<file path="config.mk">
export PLATFORM = sky130hd
export DESIGN_NAME = flag_unit
export DESIGN_NICKNAME = d
export VERILOG_FILES = /design/src/rtl/flag_unit.sv
export SDC_FILE = /design/constraint.sdc
export NUM_CORES = 1
export LEC_CHECK = 0
export ABC_AREA = 1
export BUFFER_PORTS_ARGS = -buffer_cell sky130_fd_sc_hd__buf_2
export CAP_MARGIN = 20
export CORE_ASPECT_RATIO = 1.75
export CORE_MARGIN = 1
export CORE_UTILIZATION = 50
export DETAILED_ROUTE_END_ITERATION = 12
export GPL_TIMING_DRIVEN = 0
export PLACE_DENSITY_LB_ADDON = 0.12
export SLEW_MARGIN = 10
export SYNTH_ARGS = -nofsm -noshare
export SYNTH_HDL_FRONTEND = slang
export SYNTH_SLANG_ARGS = --single-unit
</file>
<file path="constraint.sdc">
create_clock -name clk -period 4.4 [get_ports clk]
set_input_delay 0.44 -clock clk [delete_from_list [all_inputs] [get_ports clk]]
set_output_delay 0.44 -clock clk [all_outputs]
set_load 0.01 [all_outputs]
</file>
<file path="src/rtl/flag_unit.sv">
// flag_unit
//
// Architectural flag register {V, N, Z} and flag-hazard detector.
//
// Flags are captured from the instruction leaving EX, and what gets written
// depends on the opcode class. The registered flags feed branch resolution
// in ID.
//
// A conditional branch in ID must stall while an older flag-writing
// instruction still sits in EX. This block raises that stall request.
//
// A saturating counter tallies the stall cycles for performance analysis.
//
// Ports:
//   clk          system clock, rising edge
//   rst_n        asynchronous active-low reset
//   ex_valid     EX holds a valid instruction
//   ex_advance   EX instruction moves to MEM at this edge
//   ex_flush     kill the EX instruction (no flag write)
//   ex_opcode    [3:0] opcode of the EX instruction
//   ex_result    [15:0] ALU result of the EX instruction
//   ex_ovfl      ALU overflow of the EX instruction
//   id_branch    ID holds a B or BR instruction
//   id_cond      [2:0] branch condition, 3'b111 = unconditional
//   stall_clr    synchronous clear of stall_cnt
//   flags        [2:0] registered {V, N, Z}
//   flag_hazard  combinational stall request
//   stall_cnt    [15:0] registered saturating count of hazard cycles
module flag_unit (
  input  logic        clk,
  input  logic        rst_n,
  input  logic        ex_valid,
  input  logic        ex_advance,
  input  logic        ex_flush,
  input  logic [3:0]  ex_opcode,
  input  logic [15:0] ex_result,
  input  logic        ex_ovfl,
  input  logic        id_branch,
  input  logic [2:0]  id_cond,
  input  logic        stall_clr,
  output logic [2:0]  flags,
  output logic        flag_hazard,
  output logic [15:0] stall_cnt
);

  localparam logic [3:0] OpAdd = 4'b0000;
  localparam logic [3:0] OpSub = 4'b0001;
  localparam logic [3:0] OpXor = 4'b0010;
  localparam logic [3:0] OpSll = 4'b0100;
  localparam logic [3:0] OpSra = 4'b0101;
  localparam logic [3:0] OpRor = 4'b0110;

  localparam logic [2:0] CondAlways = 3'b111;

  logic [2:0]  flags_q, flags_d;
  logic [15:0] cnt_q, cnt_d;

  logic commitEx;
  logic fullUpdate;
  logic zeroOnly;
  logic writesFlags;
  logic resultZero;
  logic hazard;

  // Decode the EX opcode class.
  // Only a committing instruction may change the flags. A flushed or held
  // instruction leaves them untouched.
  always_comb begin
    commitEx    = ex_valid & ex_advance & ~ex_flush;
    fullUpdate  = (ex_opcode == OpAdd) | (ex_opcode == OpSub);
    zeroOnly    = (ex_opcode == OpXor) | (ex_opcode == OpSll) |
                  (ex_opcode == OpSra) | (ex_opcode == OpRor);
    writesFlags = fullUpdate | zeroOnly;
    resultZero  = (ex_result == 16'h0000);
  end

  // The hazard ignores ex_advance on purpose.
  // The branch cannot resolve in the same cycle the flags are being
  // written, because the new value is visible only from the next cycle.
  // So the stall holds for every cycle the writer is in EX, including the
  // cycle it leaves.
  always_comb begin
    hazard = id_branch & (id_cond != CondAlways) & ex_valid & ~ex_flush &
             writesFlags;
  end

  // Next-state flags.
  // Arithmetic ops rewrite all three flags.
  // Logic and shift ops rewrite only Z, and V and N carry over.
  always_comb begin
    flags_d = flags_q;
    if (commitEx && fullUpdate) begin
      flags_d = {ex_ovfl, ex_result[15], resultZero};
    end else if (commitEx && zeroOnly) begin
      flags_d[0] = resultZero;
    end
  end

  // Next-state stall counter.
  // A clear wins over a simultaneous hazard.
  // The count sticks at all-ones instead of wrapping.
  always_comb begin
    cnt_d = cnt_q;
    if (stall_clr) begin
      cnt_d = 16'h0000;
    end else if (hazard && (cnt_q != 16'hFFFF)) begin
      cnt_d = cnt_q + 16'h0001;
    end
  end

  always_ff @(posedge clk or negedge rst_n) begin
    if (!rst_n) begin
      flags_q <= 3'b000;
      cnt_q   <= 16'h0000;
    end else begin
      flags_q <= flags_d;
      cnt_q   <= cnt_d;
    end
  end

  assign flags       = flags_q;
  assign flag_hazard = hazard;
  assign stall_cnt   = cnt_q;

endmodule
</file>
==> results by group <==
Outcome
  • Status: completed

Global routing
  • GRT Residual Overflow: 0
  • Antenna violations before repair: 0
  • Total track usage: 28.6%
  • Largest net degree at the start of global routing: 20
  • Vias in the first global route: 1348
  • First-pass GRT wire length: ~5.4 mm

Detailed routing
  • Routed vias/inst: roughly 5.5
  • WL/cell: approximately 13 um
  • Routed Antenna Nets: 0
  • Iter 0 DRT Violations: 45
  • Pre-antenna DRT Iters: 4
  • Via count: 1396
  • DRC violations left: 0
  • WL final: about 3.3 mm

Clock tree
  • Post-CTS Resized: 0
  • CTS Root Cell: clkbuf_8
  • H-tree depth: 1
  • Clock sinks: 19
  • Cts hold-fix bufs: 0
  • Post-CTS setup buffer count: 0
  • Clock Pin Slew Worst Setup and Hold Paths: approximately 0.070 ns
  • CTS Buf Count: 3
  • Insertion delay to the later sink of the worst-skew pair: 0.26 ns
  • Clk buf depth: 2
  • CTS tree: yes

Logic synthesis
  • Cell accounting for the most synthesized area: dfrtp_1
  • Asr flop ratio synth: 100%
  • Register area share after synthesis: between 30% and 40%
  • Synth Instances: around 180
  • Synth Flop Type: dfrtp_1
  • EDFF count, synth: 0
  • Yosys reg bits: 19
  • Synth Area per Inst: around 7 um2
  • Area contributors post-synth: dfrtp_1, nand2_1, nor2_1
  • Distinct cell type count after synthesis: 21
  • Synthesized area: roughly 1200 um2
  • Yosys warnings: 0
  • Area share of the largest cell type after synthesis: 38.8%
  • Nets in the synthesized netlist: approximately 210

Critical path
  • Worst flop-to-flop path startpoint: stall_cnt[0]
  • Reg2reg path depth: 9
  • Setup CP Type: flip-flop to flip-flop
  • Critical Path AT: roughly 2 ns
  • Worst Setup Start Kind: flip-flop
  • R2r setup slk: ~2.6 ns
  • Worst flop-to-flop path endpoint: stall_cnt[13]
  • Crit-path max FO: 10
  • Worst endpoint required time: about 4.6 ns
  • CP endpoint kind: flip-flop

Timing
  • Max_slew headroom: 68.0%
  • Final Cycle Share: approximately 40%
  • Peak Freq: 554 MHz
  • Clock skew: roughly 0.0010 ns
  • Unrepaired setup endpoints after global routing: false
  • Setup_tns: 0 ns
  • Least-Margin Pin Slew: just under 0.5 ns
  • Min Tclk post-route: about 1.8 ns
  • Final worst slack: between 2 and 3 ns
  • Fin. Hold Viols: 0
  • Final count of negative-setup-slack endpoints: 0
  • Pins Over Slew Limit: 0

Pwr
  • Worst vdd ir: about 170 uV
  • Leakage: just over 0.0008 uW
  • Power Density: approximately 220 nW/um2

Die
  • I/O Pins: slightly above 50
  • Die width: around 39 um
  • Die height: just under 70 um
  • Rows: 23
  • Initial Utilization: a little over half
  • Die area: between 2000 and 3000 um2
  • Core footprint: about 2300 um2

Final layout
  • Register area: around 480 um2
  • ANT cells: 0
  • Share of cells above drive strength 1: 26.5%
  • Area delta synth->final: 26.7%
  • Fill count: 208
  • Most frequent cells in the layout: nand2_1, buf_2, nor2_1
  • Most common cell after layout, fill and taps aside: nand2_1
  • Multi-input gate area: 682 um2
  • Nets@finish: between 200 and 300

Placement
  • Final Wtd Congestion: approximately 0.89
  • Setup WS pre-CTS: approximately 2.6 ns
  • Input/output buffers: 50
  • DP HPWL: around 2.6 mm

Min path
  • Worst Hold Class: input pin to async pin

Run
  • Max Cap Viol: 0
-- metrics by stage --
stage               cells  hold WS (ns)  utilization (%)  cell area, um2  total power, uW
floorplan             176         0.144                -            1230              199
global placement      251         0.399             65.5            1510              222
detailed placement    251         0.403             65.5            1510              224
CTS                   255         0.121             67.5            1550              347
global route          255         0.140             67.5            1550              358
finish                255         0.111             67.5            1550              344
-- layer usage --
layer	global-route usage, %	vias up	wire length [um]
met5	0	-	0
met4	15.1	0	68
met3	4.28	9	149
met2	53.3	57	1890
met1	27.8	648	1170
li1	-	682	-
-- cell families after synthesis --
kind of cell	share of synthesized area, %
and+or+nand+nor	43.5
buffers and inverters	5.61
DFF	38.8
AOI/OAI and AO/OA	6.12
xor gates and xnor gates	5.00
adders and majority gates	1.02
-- power by group --
part,switching [uW],internal [uW],total (uW)
clock,60.7,63.1,124
sequential,2.06,178,180
combinational,22.5,17.5,40.0
-- worst max-delay path, stage by stage, from the launching register on --
cell and delay [ns]:
dfrtp_1 0.42, ha_1 0.28, inv_1 0.11, nor2_4 0.06
nand2_2 0.12, nor2_4 0.06, nor2_2 0.22, buf_2 0.28
nand4_1 0.11, nand2_1 0.09
-- how the worst max path moves through the flow --
stage | start | endpoint | slack (ns) | cells past startpoint
final | stall_cnt[0] | stall_cnt[13] | 2.59 | 9
after global routing | stall_cnt[1] | stall_cnt[8] | 2.44 | 10
after CTS | stall_cnt[0] | stall_cnt[2] | 2.60 | 9
after detailed placement | stall_cnt[0] | stall_cnt[2] | 2.63 | 9
after global placement | stall_cnt[0] | stall_cnt[1] | 2.67 | 9
after floorplan | stall_cnt[0] | stall_cnt[10] | 2.80 | 9
-- sequential cells by signal, indices dropped and copies added (netlist names) --
register	flops
flags	3
stall_cnt	16
-- final cells by class --
| type | instances | area share [%] |
|---|---|---|
| Buffer | 3 | 1.29 |
| Clock buffer | 3 | 2.66 |
| Clock inverter | 1 | 0.322 |
| Inverter | 13 | 3.14 |
| Multi-Input combinational cell | 141 | 43.9 |
| Sequential cell | 19 | 30.6 |
| Tap cell | 25 | 2.01 |
| Timing Repair Buffer | 50 | 16.1 |
-- Yosys cell counts, types with 2 or more instances --
master / instances
dfrtp_1: 19
nor2_1: 27
o21ai_0: 7
nor2_4: 3
o21bai_1: 4
inv_1: 13
nor4_1: 2
nand2_1: 62
nand4_1: 14
xor2_1: 7
nand3_1: 8
No activity file was read; power rests on OpenSTA's default activity.
